--- src/rtl/datapath_ctrl_pkg.sv ---
// Shared types and encodings for the datapath controller and its instruction decoder.
// Build option: DATAPATH_CTRL_ILLEGAL_TRAP_EN adds the HALT state for illegal instructions.
package datapath_ctrl_pkg;

    typedef enum logic [2:0] {
        StWait,
        StDecode,
        StWriteImm,
        StGetA,
        StGetB,
        StAlu,
        StWriteReg
`ifdef DATAPATH_CTRL_ILLEGAL_TRAP_EN
        , StHalt
`endif
    } state_e;

    typedef enum logic [2:0] {
        ClsMovImm,
        ClsMovReg,
        ClsAdd,
        ClsCmp,
        ClsAnd,
        ClsMvn,
        ClsNone
    } instr_class_e;

    localparam logic [2:0] OPC_MOV = 3'b110;
    localparam logic [2:0] OPC_ALU = 3'b101;

    localparam logic [1:0] OP_MOV_IMM = 2'b10;
    localparam logic [1:0] OP_MOV_REG = 2'b00;
    localparam logic [1:0] OP_ADD     = 2'b00;
    localparam logic [1:0] OP_CMP     = 2'b01;
    localparam logic [1:0] OP_AND     = 2'b10;
    localparam logic [1:0] OP_MVN     = 2'b11;

    localparam logic [1:0] VSEL_C   = 2'b00;
    localparam logic [1:0] VSEL_IMM = 2'b10;

    localparam logic [1:0] ALU_ADD  = 2'b00;
    localparam logic [1:0] ALU_SUB  = 2'b01;
    localparam logic [1:0] ALU_AND  = 2'b10;
    localparam logic [1:0] ALU_NOTB = 2'b11;

    function automatic logic [15:0] sext8(input logic [7:0] imm);
        return {{8{imm[7]}}, imm};
    endfunction

endpackage

--- src/rtl/instr_decoder.sv ---
// Combinational split of the instruction register into fields and an instruction class.
module instr_decoder
    import datapath_ctrl_pkg::*;
(
    input  logic [15:0] ir,
    output logic [2:0]  cls,
    output logic [2:0]  rn,
    output logic [2:0]  rd,
    output logic [2:0]  rm,
    output logic [1:0]  sh,
    output logic [1:0]  op,
    output logic [15:0] sximm8,
    output logic        illegal
);

    instr_class_e cls_e;

    assign rn     = ir[10:8];
    assign rd     = ir[7:5];
    assign sh     = ir[4:3];
    assign rm     = ir[2:0];
    assign op     = ir[12:11];
    assign sximm8 = sext8(ir[7:0]);
    assign cls    = cls_e;

    always_comb begin
        cls_e   = ClsNone;
        illegal = 1'b0;
        unique case ({ir[15:13], ir[12:11]})
            {OPC_MOV, OP_MOV_IMM}: cls_e = ClsMovImm;
            {OPC_MOV, OP_MOV_REG}: cls_e = ClsMovReg;
            {OPC_ALU, OP_ADD}:     cls_e = ClsAdd;
            {OPC_ALU, OP_CMP}:     cls_e = ClsCmp;
            {OPC_ALU, OP_AND}:     cls_e = ClsAnd;
            {OPC_ALU, OP_MVN}:     cls_e = ClsMvn;
            default:               illegal = 1'b1;
        endcase
    end

endmodule

--- src/rtl/datapath_controller.sv ---
// Instruction-sequencing FSM driving the register file, pipeline registers, shifter and ALU.
// Build option: DATAPATH_CTRL_ILLEGAL_TRAP_EN traps illegal instructions in HALT (err=1).
module datapath_controller
    import datapath_ctrl_pkg::*;
(
    input  logic        clk,
    input  logic        reset,
    input  logic        s,
    input  logic [15:0] in,
    output logic        w,
    output logic [2:0]  readnum,
    output logic [2:0]  writenum,
    output logic        write,
    output logic [1:0]  vsel,
    output logic        loada,
    output logic        loadb,
    output logic        loadc,
    output logic        loads,
    output logic        asel,
    output logic        bsel,
    output logic [1:0]  shift,
    output logic [1:0]  aluop,
    output logic [15:0] sximm8,
    output logic        err
);

    state_e      state_q, state_d;
    logic [15:0] ir_q, ir_d;

    logic [2:0]  dec_cls;
    logic [2:0]  dec_rn, dec_rd, dec_rm;
    logic [1:0]  dec_sh, dec_op;
    logic        dec_illegal;

    instr_decoder u_decoder (
        .ir      (ir_q),
        .cls     (dec_cls),
        .rn      (dec_rn),
        .rd      (dec_rd),
        .rm      (dec_rm),
        .sh      (dec_sh),
        .op      (dec_op),
        .sximm8  (sximm8),
        .illegal (dec_illegal)
    );

    // Async reset clears the state, so every Moore strobe drops without waiting for an edge.
    always_ff @(posedge clk or posedge reset) begin
        if (reset) begin
            state_q <= StWait;
            ir_q    <= 16'h0000;
        end else begin
            state_q <= state_d;
            ir_q    <= ir_d;
        end
    end

    always_comb begin
        state_d  = state_q;
        ir_d     = ir_q;
        w        = 1'b0;
        readnum  = 3'd0;
        writenum = 3'd0;
        write    = 1'b0;
        vsel     = VSEL_C;
        loada    = 1'b0;
        loadb    = 1'b0;
        loadc    = 1'b0;
        loads    = 1'b0;
        asel     = 1'b0;
        bsel     = 1'b0;
        shift    = 2'b00;
        aluop    = ALU_ADD;
        err      = 1'b0;

        case (state_q)
            StWait: begin
                w = 1'b1;
                if (s) begin
                    ir_d    = in;
                    state_d = StDecode;
                end
            end
            StDecode: begin
                if (dec_illegal) begin
`ifdef DATAPATH_CTRL_ILLEGAL_TRAP_EN
                    state_d = StHalt;
`else
                    state_d = StWait;
`endif
                end else begin
                    case (dec_cls)
                        ClsMovImm:              state_d = StWriteImm;
                        ClsAdd, ClsCmp, ClsAnd: state_d = StGetA;
                        default:                state_d = StGetB;
                    endcase
                end
            end
            StWriteImm: begin
                writenum = dec_rn;
                vsel     = VSEL_IMM;
                write    = 1'b1;
                state_d  = StWait;
            end
            StGetA: begin
                readnum = dec_rn;
                loada   = 1'b1;
                state_d = StGetB;
            end
            StGetB: begin
                readnum = dec_rm;
                loadb   = 1'b1;
                state_d = StAlu;
            end
            StAlu: begin
                shift = dec_sh;
                aluop = (dec_cls == ClsMovReg) ? ALU_ADD : dec_op;
                // Single-operand forms pass B through with A zeroed.
                asel  = (dec_cls == ClsMovReg) || (dec_cls == ClsMvn);
                if (dec_cls == ClsCmp) begin
                    loads   = 1'b1;
                    state_d = StWait;
                end else begin
                    loadc   = 1'b1;
                    state_d = StWriteReg;
                end
            end
            StWriteReg: begin
                writenum = dec_rd;
                vsel     = VSEL_C;
                write    = 1'b1;
                state_d  = StWait;
            end
`ifdef DATAPATH_CTRL_ILLEGAL_TRAP_EN
            StHalt: begin
                err     = 1'b1;
                state_d = StHalt;
            end
`endif
            default: state_d = StWait;
        endcase
    end

endmodule

--- config.mk ---
export PLATFORM = sky130hd
export DESIGN_NAME = datapath_controller
export DESIGN_NICKNAME = d
export VERILOG_FILES = /design/src/rtl/datapath_ctrl_pkg.sv /design/src/rtl/instr_decoder.sv /design/src/rtl/datapath_controller.sv
export SDC_FILE = /design/constraint.sdc
export NUM_CORES = 1
export LEC_CHECK = 0
export ABC_AREA = 1
export CORE_ASPECT_RATIO = 1.25
export CORE_UTILIZATION = 35
export DETAILED_ROUTE_END_ITERATION = 16
export GPL_ROUTABILITY_DRIVEN = 0
export PLACE_DENSITY = 0.71
export REMOVE_ABC_BUFFERS = 1
export SLEW_MARGIN = 20
export SYNTH_ARGS = -nofsm -noshare
export SYNTH_HDL_FRONTEND = slang
export SYNTH_SLANG_ARGS = --single-unit
--- constraint.sdc ---
create_clock -name clk -period 1.3 [get_ports clk]
set_input_delay 0.39 -clock clk [delete_from_list [all_inputs] [get_ports clk]]
set_output_delay 0.39 -clock clk [all_outputs]
set_load 0.02 [all_outputs]
==> results.sh <==
export IMPL_status="finished with violations"
export IMPL_violations="negative setup slack"
export IMPL_first_iter_violations=17
export IMPL_grt_pass1_wl_um=6000
export IMPL_design_die_area_mm2=0.00354
export IMPL_synth_warnings=0
export IMPL_core_mm2=0.00317
export IMPL_clk_pin_slew_ns=0.08
export IMPL_cts_tree="done"
export IMPL_r2r_slack_ns=-0.48
export IMPL_slowest_delay_ns=0.43
export IMPL_numCtsBuffers=3
export IMPL_syn2layout_area_growth_pct=98.1
export IMPL_ys_seq_area_share_pct=41.1
export IMPL_cts_root_buf="clkbuf_8"
export IMPL_whs_ns=0.436
export IMPL_finalSetupViolCount=43
export IMPL_fin_crit_ns=1.81
export IMPL_postSynthCellCount=154
export IMPL_io_buffers=52
export IMPL_syn_cell_area_mm2=0.00116
export IMPL_wl_per_cell_um=13.5
export IMPL_first_global_vias=1321
export IMPL_cts_sinks=19
export IMPL_finalNetCount=265
export IMPL_hpwlAfterDp_um=1920
export IMPL_drive_above_1_share_pct=58.0
export IMPL_rsz0062_at_grt="yes"
export IMPL_required_ns=0.91
export IMPL_diodes=0
export IMPL_cts_buffer_depth=2
export IMPL_cts_htree_levels=1
export IMPL_rr_worst_depth=12
export IMPL_vias=1294
export IMPL_ios=56
export IMPL_hold_viol=0
export IMPL_grt_max_degree=20
export IMPL_crit_family="flip-flops"
export IMPL_final_cell_mix="buf_4, buf_6"
export IMPL_placed_area_mm2=0.00183
export IMPL_setup_slack_ns=-0.514
export IMPL_clkLatencyLatePin_ns=0.26
export IMPL_yosysUniqueCellTypes=19
export IMPL_syn_area_per_cell_um2=7.52
export IMPL_dieWidth_um=53.4
export IMPL_worstPathMaxFanout=3
export IMPL_grt_use_total_pct=24.2
export IMPL_path_buf_inv=2
export IMPL_fmax_ghz=0.551
export IMPL_wl_um=3800
export IMPL_post_route_cell_area_mm2=0.00229
export IMPL_drv_cap=0
export IMPL_r2r_end="state_q[2]$_DFFE_PP0P_"
export IMPL_leakage_uw=0.00118
export IMPL_critical_path_arrival_ns=1.42
export IMPL_crit_path_end_kind="output port"
export IMPL_dieHeight_um=66.3
export IMPL_final_util_pct=72.4
export IMPL_powerDensity_mw_per_mm2=2620
export IMPL_drcViolationCount=0
export IMPL_start_util_pct=36.6
export IMPL_path_class="register to output port"
export IMPL_core_rowCount=23
export IMPL_fin_crit_sh_pct=140
export IMPL_antenna_found_initial=0
export IMPL_gr_total_overflow=0
export IMPL_slowest_stage="dfrtp_1"
export IMPL_worst_setup_path_start_kind="register"
export IMPL_ys_ff_latch=19
export IMPL_final_common_cell="buf_4"
export IMPL_timing_setup_tns_ns=-11.58
export IMPL_skew_ns=0.00837
export IMPL_fin_cells=282
export IMPL_crit_top_cell="buf_6"
export IMPL_crit_path_cell_trace="buf_6 -> nor2_4 -> nand2_4 -> o22ai_2 -> buf_6"
export IMPL_dr_pass1_iters=4
export IMPL_drv_slew=0
export IMPL_drtAntennaViolNets=0
export IMPL_reg2reg_from="state_q[1]$_DFFE_PP0P_"
export IMPL_hp_class="input port to async pin"
export IMPL_peakVddDrop_mv=1.47
export IMPL_place_inst=256
export IMPL_vias_per_cell=4.59
==> how the worst max path moves through the flow <==
| stage | depth (start not counted) | startpoint | to | slack (ns) |
|---|---|---|---|---|
| after floorplan | 2 | ir_q[7]$_DFFE_PP0P_ | writenum[2] | -1.10 |
| after global placement | 4 | state_q[1]$_DFFE_PP0P_ | loads | -0.65 |
| after detailed placement | 4 | state_q[1]$_DFFE_PP0P_ | loads | -0.67 |
| after CTS | 5 | state_q[0]$_DFFE_PP0P_ | writenum[0] | -0.43 |
| after global routing | 12 | state_q[1]$_DFFE_PP0P_ | state_q[2]$_DFFE_PP0P_ | -0.57 |
| final | 5 | state_q[0]$_DFFE_PP0P_ | writenum[1] | -0.51 |
==> report_power, final <==
| part | switching (uW) | internal [uW] | total [uW] | leakage [uW] |
|---|---|---|---|---|
| combinational | 2150 | 2320 | 4470 | 0.000939 |
| clock | 203 | 218 | 421 | 0.0000228 |
| sequential | 247 | 881 | 1130 | 0.000215 |
| total | 2600 | 3420 | 6020 | 0.00118 |
==> state kept, by name (all words and copies together) (netlist names) <==
signal   count
state_q      3
ir_q        16
==> final cells by class <==
type	count	area, um^2
well taps	37	46.3
multi-input cells	89	573
inverters	26	100
flip-flops and latches	19	477
repair buffers	107	1050
clock buffers	4	45.0
fillers	223	873
==> repair_timing <==
action / CTS / global route
hold buffers: 0 / 0
gates cloned: 3 / 0
gates resized for setup: 235 / 24
pin swaps: 3 / 6
endpoints found under the setup margin: 50 / 52
buffers inserted: 17 / 3
==> worst reg2reg max path, delay by kind of cell (launching register included) <==
family,cells,cell delay (ns)
flops,1,0.45
simple gates,4,0.37
buf+inv,8,0.91
==> kinds of logic (layout without fill, tap and decap cells) <==
group | Yosys count | after routing | share of synthesized area [%]
other | 1 | 3 | 0.324
and+or+nand+nor | 65 | 65 | 23.2
buffers and inverters | 48 | 137 | 23.7
DFF | 19 | 19 | 41.1
AOI/OAI and AO/OA | 21 | 21 | 11.7
==> per-stage QoR <==
stage	total power [uW]	setup WS (ns)
after floorplan	2510	-1.10
after global placement	4190	-0.647
after detailed placement	4230	-0.668
after CTS	5680	-0.433
after global routing	6410	-0.566
final	6020	-0.514
==> per-layer routing <==
metal / vias up / track usage [%] / part of all wire (%)
li1: 640 / - / -
met1: 601 / 25.3 / 35
met2: 49 / 44.7 / 57
met3: 4 / 2.99 / 6.2
met4: 0 / 13.2 / 1.8
met5: - / 0 / 0
==> synthesized netlist by cell type, drive strengths merged <==
cell type   n  share of area [%]
nor2       28                9.3
inv        26                8.6
nand2      25                8.5
buf        22                 15
dfrtp      19                 41
a21oi      15                8.8
nand3       8                3.5
o21ai       3                1.3
o22ai       3                1.6
nand4       2                1.1
nor3        2               0.86
conb        1               0.32
(Power assumes the default switching activity.)
